$ cat config.mk
export PLATFORM = sky130hd
export DESIGN_NAME = calc_port_responder
export DESIGN_NICKNAME = d
export VERILOG_FILES = /design/src/rtl/calc_pkg.sv /design/src/rtl/calc_alu.sv /design/src/rtl/calc_port_responder.sv
export SDC_FILE = /design/constraint.sdc
export NUM_CORES = 1
export LEC_CHECK = 0
export ABC_AREA = 0
export CAP_MARGIN = 20
export CORE_MARGIN = 2
export CORE_UTILIZATION = 34
export CTS_CLUSTER_SIZE = 20
export DETAILED_ROUTE_END_ITERATION = 16
export GPL_TIMING_DRIVEN = 1
export PLACE_DENSITY_LB_ADDON = 0.05
export SYNTH_ARGS = -nofsm -noshare
export SYNTH_HDL_FRONTEND = slang
export SYNTH_SLANG_ARGS = --single-unit
$ cat constraint.sdc
create_clock -name clk -period 4.1 [get_ports clk]
set_input_delay 0.82 -clock clk [delete_from_list [all_inputs] [get_ports clk]]
set_output_delay 0.82 -clock clk [all_outputs]
set_load 0.05 [all_outputs]
$ cat src/rtl/calc_pkg.sv
`default_nettype none
// ============================================================================
// Module      : calc_pkg
// Description : Shared command/response types for the calculator port
//               responder and anything that models it.
// Revision    : 1.0 - initial release
// ============================================================================
package calc_pkg;

    // Widths the pipeline stage struct is built with; the responder's
    // DATA_W/TAG_W parameters default to these and must match them.
    localparam int CALC_DATA_W = 32;
    localparam int CALC_TAG_W  = 2;

    typedef enum logic [3:0] {
        CMD_NOP = 4'd0,
        CMD_ADD = 4'd1,
        CMD_SUB = 4'd2,
        CMD_SHL = 4'd5,
        CMD_SHR = 4'd6
    } cmd_e;

    typedef enum logic [1:0] {
        RESP_NONE = 2'd0,
        RESP_OK   = 2'd1,
        RESP_ERR  = 2'd2
    } resp_e;

    typedef enum logic [0:0] {
        ST_IDLE = 1'b0,
        ST_OP2  = 1'b1
    } state_e;

    // One entry of the response delay line.
    typedef struct packed {
        resp_e                  resp;
        logic [CALC_DATA_W-1:0] data;
        logic [CALC_TAG_W-1:0]  tag;
    } resp_t;

endpackage
`default_nettype wire

$ cat src/rtl/calc_alu.sv
`default_nettype none
// ============================================================================
// Module      : calc_alu
// Description : Combinational calculator core. Maps a command and two
//               operands to a response code and result; any error forces
//               the result to zero.
// Revision    : 1.0 - initial release
// ============================================================================
module calc_alu
    import calc_pkg::*;
#(
    parameter int DATA_W = CALC_DATA_W
) (
    input  logic [3:0]        cmd,
    input  logic [DATA_W-1:0] op1,
    input  logic [DATA_W-1:0] op2,
    output logic [1:0]        resp,
    output logic [DATA_W-1:0] data
);

    logic [DATA_W:0] sum;

    // Evaluate the operation; default is the error response with zero data.
    always_comb begin
        sum  = {1'b0, op1} + {1'b0, op2};
        resp = RESP_ERR;
        data = '0;
        case (cmd)
            CMD_ADD: begin
                if (!sum[DATA_W]) begin
                    resp = RESP_OK;
                    data = sum[DATA_W-1:0];
                end
            end
            CMD_SUB: begin
                // Equal operands are a legal zero result, not an underflow.
                if (op2 <= op1) begin
                    resp = RESP_OK;
                    data = op1 - op2;
                end
            end
            CMD_SHL: begin
                resp = RESP_OK;
                data = op1 << op2[4:0];
            end
            CMD_SHR: begin
                resp = RESP_OK;
                data = op1 >> op2[4:0];
            end
            default: begin
                resp = RESP_ERR;
                data = '0;
            end
        endcase
    end

endmodule
`default_nettype wire

$ cat src/rtl/calc_port_responder.sv
`default_nettype none
// ============================================================================
// Module      : calc_port_responder
// Description : DUT-side responder for one calculator request port. Takes a
//               two-cycle request (cmd+op1, then op2), computes the result and
//               returns a tagged one-cycle response LATENCY cycles after the
//               operand-2 cycle.
// Revision    : 1.0 - initial release
// ============================================================================
module calc_port_responder
    import calc_pkg::*;
#(
    parameter int DATA_W  = CALC_DATA_W,
    parameter int TAG_W   = CALC_TAG_W,
    parameter int LATENCY = 3             // 1..8
) (
    input  logic              clk,
    input  logic              rst_n,
    input  logic [3:0]        req_cmd,
    input  logic [DATA_W-1:0] req_data,
    input  logic [TAG_W-1:0]  req_tag,
    output logic [1:0]        out_resp,
    output logic [DATA_W-1:0] out_data,
    output logic [TAG_W-1:0]  out_tag,
    output logic              proto_err
);

    state_e            state_q,     state_d;
    logic [3:0]        cmd_q,       cmd_d;
    logic [DATA_W-1:0] op1_q,       op1_d;
    logic [DATA_W-1:0] op2_q,       op2_d;
    logic [TAG_W-1:0]  tag_q,       tag_d;
    logic              issue_q,     issue_d;
    logic              proto_err_q, proto_err_d;

    // pipe_q[0] is loaded the edge after the operand-2 edge, so the last
    // stage (which drives the outputs directly) lands exactly LATENCY edges
    // after operand 2 was sampled.
    resp_t             pipe_q [LATENCY];
    resp_t             pipe_d [LATENCY];

    logic [1:0]        alu_resp;
    logic [DATA_W-1:0] alu_data;

    calc_alu #(
        .DATA_W (DATA_W)
    ) u_alu (
        .cmd  (cmd_q),
        .op1  (op1_q),
        .op2  (op2_q),
        .resp (alu_resp),
        .data (alu_data)
    );

    // Request FSM: capture cmd/op1/tag, then op2, then issue.
    always_comb begin
        state_d     = state_q;
        cmd_d       = cmd_q;
        op1_d       = op1_q;
        op2_d       = op2_q;
        tag_d       = tag_q;
        issue_d     = 1'b0;
        proto_err_d = 1'b0;
        case (state_q)
            ST_IDLE: begin
                if (req_cmd != CMD_NOP) begin
                    cmd_d   = req_cmd;
                    op1_d   = req_data;
                    tag_d   = req_tag;
                    state_d = ST_OP2;
                end
            end
            ST_OP2: begin
                // A command here is a protocol violation: it is dropped, but
                // the data word is still consumed as operand 2.
                op2_d       = req_data;
                issue_d     = 1'b1;
                proto_err_d = (req_cmd != CMD_NOP);
                state_d     = ST_IDLE;
            end
            default: begin
                state_d = ST_IDLE;
            end
        endcase
    end

    // Response delay line; empty stages carry all-zero entries so the
    // outputs are zero whenever no response is due.
    always_comb begin
        pipe_d[0] = '0;
        if (issue_q) begin
            pipe_d[0].resp = resp_e'(alu_resp);
            pipe_d[0].data = alu_data;
            pipe_d[0].tag  = tag_q;
        end
        for (int i = 1; i < LATENCY; i++) begin
            pipe_d[i] = pipe_q[i-1];
        end
    end

    // State, request latches and pipeline registers.
    always_ff @(posedge clk or negedge rst_n) begin
        if (!rst_n) begin
            state_q     <= ST_IDLE;
            cmd_q       <= '0;
            op1_q       <= '0;
            op2_q       <= '0;
            tag_q       <= '0;
            issue_q     <= 1'b0;
            proto_err_q <= 1'b0;
            for (int i = 0; i < LATENCY; i++) begin
                pipe_q[i] <= '0;
            end
        end else begin
            state_q     <= state_d;
            cmd_q       <= cmd_d;
            op1_q       <= op1_d;
            op2_q       <= op2_d;
            tag_q       <= tag_d;
            issue_q     <= issue_d;
            proto_err_q <= proto_err_d;
            for (int i = 0; i < LATENCY; i++) begin
                pipe_q[i] <= pipe_d[i];
            end
        end
    end

    assign out_resp  = pipe_q[LATENCY-1].resp;
    assign out_data  = pipe_q[LATENCY-1].data;
    assign out_tag   = pipe_q[LATENCY-1].tag;
    assign proto_err = proto_err_q;

endmodule
`default_nettype wire

==> flow_metrics.tcl <==
set metrics [dict create \
    async_flop_share 1.000 \
    stdcell_area_um2 14790 \
    nFillCells 3733 \
    grt_max_degree 89 \
    finalSetupViolCount 0 \
    post-dp-hpwl_um 36210 \
    wl_per_cell_um 23.70 \
    rsz0062_at_grt "no" \
    worst_path_max_delay_cell "dfrtp_1" \
    fin_nets 1609 \
    ys_ff_latch 181 \
    syn-instance-count 1422 \
    max-cap-violations 0 \
    num_rows 70 \
    endpoint_kind "register" \
    numCtsBuffers 17 \
    avgSynthCellArea_um2 8.875 \
    drt_iter0_drc 1289 \
    grt_pass1_vias 11169 \
    cts_tree "yes" \
    synth_flop_cell "dfrtp_1" \
    power_leakage_nw 6.400 \
    yosys-top-cells-area "dfrtp_1 36%, ha_1 6.4%, a21oi_1 5.8%, o21ai_0 4.8%, mux2i_1 4.6%" \
    synth.net_count 1529 \
    status "finished, final reports clean" \
    vias 11542 \
    clk_path_buf_depth 2 \
    cp_data_required_time_ns 4.42 \
    drv_slew 0 \
    clk_latency_ns 0.47 \
    hold_path_class "register to register" \
    cp_cell_sequence "inv_1 > fa_1 > o21ba_1 > a2111o_1 > a31oi_2 > nor2_1 > o311ai_4 > a221oi_2 > buf_4 > o2bb2ai_1 > o21ai_0 > a21oi_1" \
    postLayoutCoreUtil 0.4041 \
    io_pins 77 \
    synth_area_um2 12620 \
    drc 0 \
    antenna_found_initial 5 \
    coreArea_um2 36610 \
    placed_area_um2 14200 \
    period_needed_ns 3.877 \
    fin_cells 1983 \
    wirelength_um 46990 \
    synth.distinct_cells 78 \
    synth-edff-count 0 \
    grt_pass1_wl_um 71550 \
    dr.pass1.iters 5 \
    seq_area_um2 4536 \
    layout_common_cells "178 x dfrtp_1, 147 x a21oi_1, 130 x nand2_1" \
    cts_root_buf "clkbuf_16" \
    globalRouteOverflowTotal 0 \
    drive_gt1_frac 0.1254 \
    place_congestion 0.9263 \
    synthToLayoutAreaGrowth_pct 17.23 \
    clk_pin_slew_ns 0.08 \
    final_common_cell "dfrtp_1" \
    netlist.area_leader.share 0.3589 \
    cpPeakStageDelay_ns 0.49 \
    die_w_um 196.7 \
    irDropWorstVdd_uv 350.2 \
    path_max_fanout 18 \
    via_per_inst 5.820 \
    num_antenna_cells 0 \
    die_h_um 196.7 \
    die_area_um2 38670 \
    ant_nets 0 \
    maxClockFrequency_ghz 0.2579 \
    slew_headroom 0.4108 \
    hold_ws_ns 0.3486 \
    cts_htree_levels 4 \
    setup_tns_ns 0 \
    path_class "register to register" \
    yosys.area.top_type "dfrtp_1" \
    ctsResizeCount 0 \
    yosysSeqAreaShare 0.3589 \
    start_util 0.3447 \
    yosysWarnings 0 \
    path_buf_inv 2 \
    cts_sinks 181 \
    hold_violations 0 \
    post-place-cells 1951 \
    grt_use_total 0.2470 \
    crit_family "compound AO/OA/AOI/OAI gates" \
    power_density_nw_per_um2 703.1 \
    post_cts_buffers 0 \
    cts_hold_buf 0 \
    port_buffers 76 \
    critPathLaunchType "register" \
    multi_input_area_um2 7435 \
    worst_ep_arrival_time_ns 4.20 \
    period_share 0.9456 \
    fin_worst_skew_ns 0.01402 \
    worstMarginPinSlew_ns 0.8771 \
]
[stage by stage]
step	power (mW)	worst slack [ns]
2_1_floorplan	6.425	0.2508
3_3_place_gp	8.671	0.3578
3_5_place_dp	8.619	0.3045
4_1_cts	10.34	0.2940
5_1_grt	11.08	0.02106
6_report	10.40	0.2229
[routing by layer]
layer	track usage	vias to the layer above	part of all wire
li1	-	5378	-
met1	0.3652	5713	0.48
met2	0.3673	383	0.43
met3	0.04586	64	0.059
met4	0.06934	4	0.022
met5	0	-	0.00055
[path summary, 6_finish.rpt]
check                                           from                      to  slack [ns]  depth (start not counted)
worst min register to register  pipe_d[26]$_DFF_PN0_  out_data[24]$_DFF_PN0_        0.35                          0
min in group asynchronous                      rst_n     pipe_d[7]$_DFF_PN0_        0.42                          1
worst min-delay path            pipe_d[26]$_DFF_PN0_  out_data[24]$_DFF_PN0_        0.35                          0
worst max register to register  op1_q[1]$_DFFE_PN0P_    pipe_d[53]$_DFF_PN0_        0.22                         12
max in group asynchronous                      rst_n    pipe_d[36]$_DFF_PN0_        2.65                          3
worst max-delay path            op1_q[1]$_DFFE_PN0P_    pipe_d[53]$_DFF_PN0_        0.22                         12
[sequential cells by signal, summed over array words and instances, names as in the netlist]
register,count
proto_err,1
op2_q,32
tag_q,2
pipe_d,72
out_data,32
state_q,1
issue_q,1
out_resp,2
cmd_q,4
out_tag,2
op1_q,32
[power breakdown]
group	internal [mW]	leakage, nW	switching (mW)	total [mW]
combinational	2.26	3.77	4.03	6.29
sequential	2.13	2.34	0.301	2.43
clock	0.841	0.288	0.837	1.68
total	5.23	6.40	5.17	10.4
[Yosys cell counts (10+ instances only)]
cell type / number
clkbuf_1: 50
o21ai_1: 13
xnor2_1: 16
nor3_1: 23
nand2_1: 131
nand2b_1: 23
mux2i_1: 58
nand3_1: 17
mux2_2: 42
a21oi_1: 147
o31ai_1: 10
o21bai_1: 13
o211ai_1: 15
buf_2: 19
a21o_1: 20
buf_1: 17
o22ai_1: 34
o21ai_0: 120
mux4_2: 21
a211oi_1: 23
ha_1: 65
nor2b_1: 19
inv_1: 68
and2_1: 10
nor4_1: 15
dfrtp_1: 181
nor2_1: 89
a31oi_1: 27
[logic make-up after synthesis]
kind of cell               count (synthesis)  share of synthesized area
xor gates and xnor gates                  17                    0.01180
and+or+nand+nor                          363                     0.1342
adders and majority gates                 67                    0.06762
muxes                                    121                     0.1210
buffers and inverters                    164                    0.05275
DFF                                      181                     0.3589
AOI/OAI and AO/OA                        509                     0.2537
[layout make-up]
type / count / share of cell area
Multi-Input combinational cell: 1077 / 0.5025
Sequential cell: 181 / 0.3066
Clock buffer: 19 / 0.03062
Timing Repair Buffer: 152 / 0.09278
Clock inverter: 13 / 0.009388
Tap cell: 468 / 0.03958
Inverter: 73 / 0.01852
[worst reg2reg max path: stages (launching register included)]
cell and delay, ns:
dfrtp_1 0.49, inv_1 0.16, fa_1 0.48, o21ba_1 0.22
a2111o_1 0.47, a31oi_2 0.31, nor2_1 0.15, o311ai_4 0.40
a221oi_2 0.14, buf_4 0.26, o2bb2ai_1 0.15, o21ai_0 0.35
a21oi_1 0.16
Power figures use the tool's default switching activity.
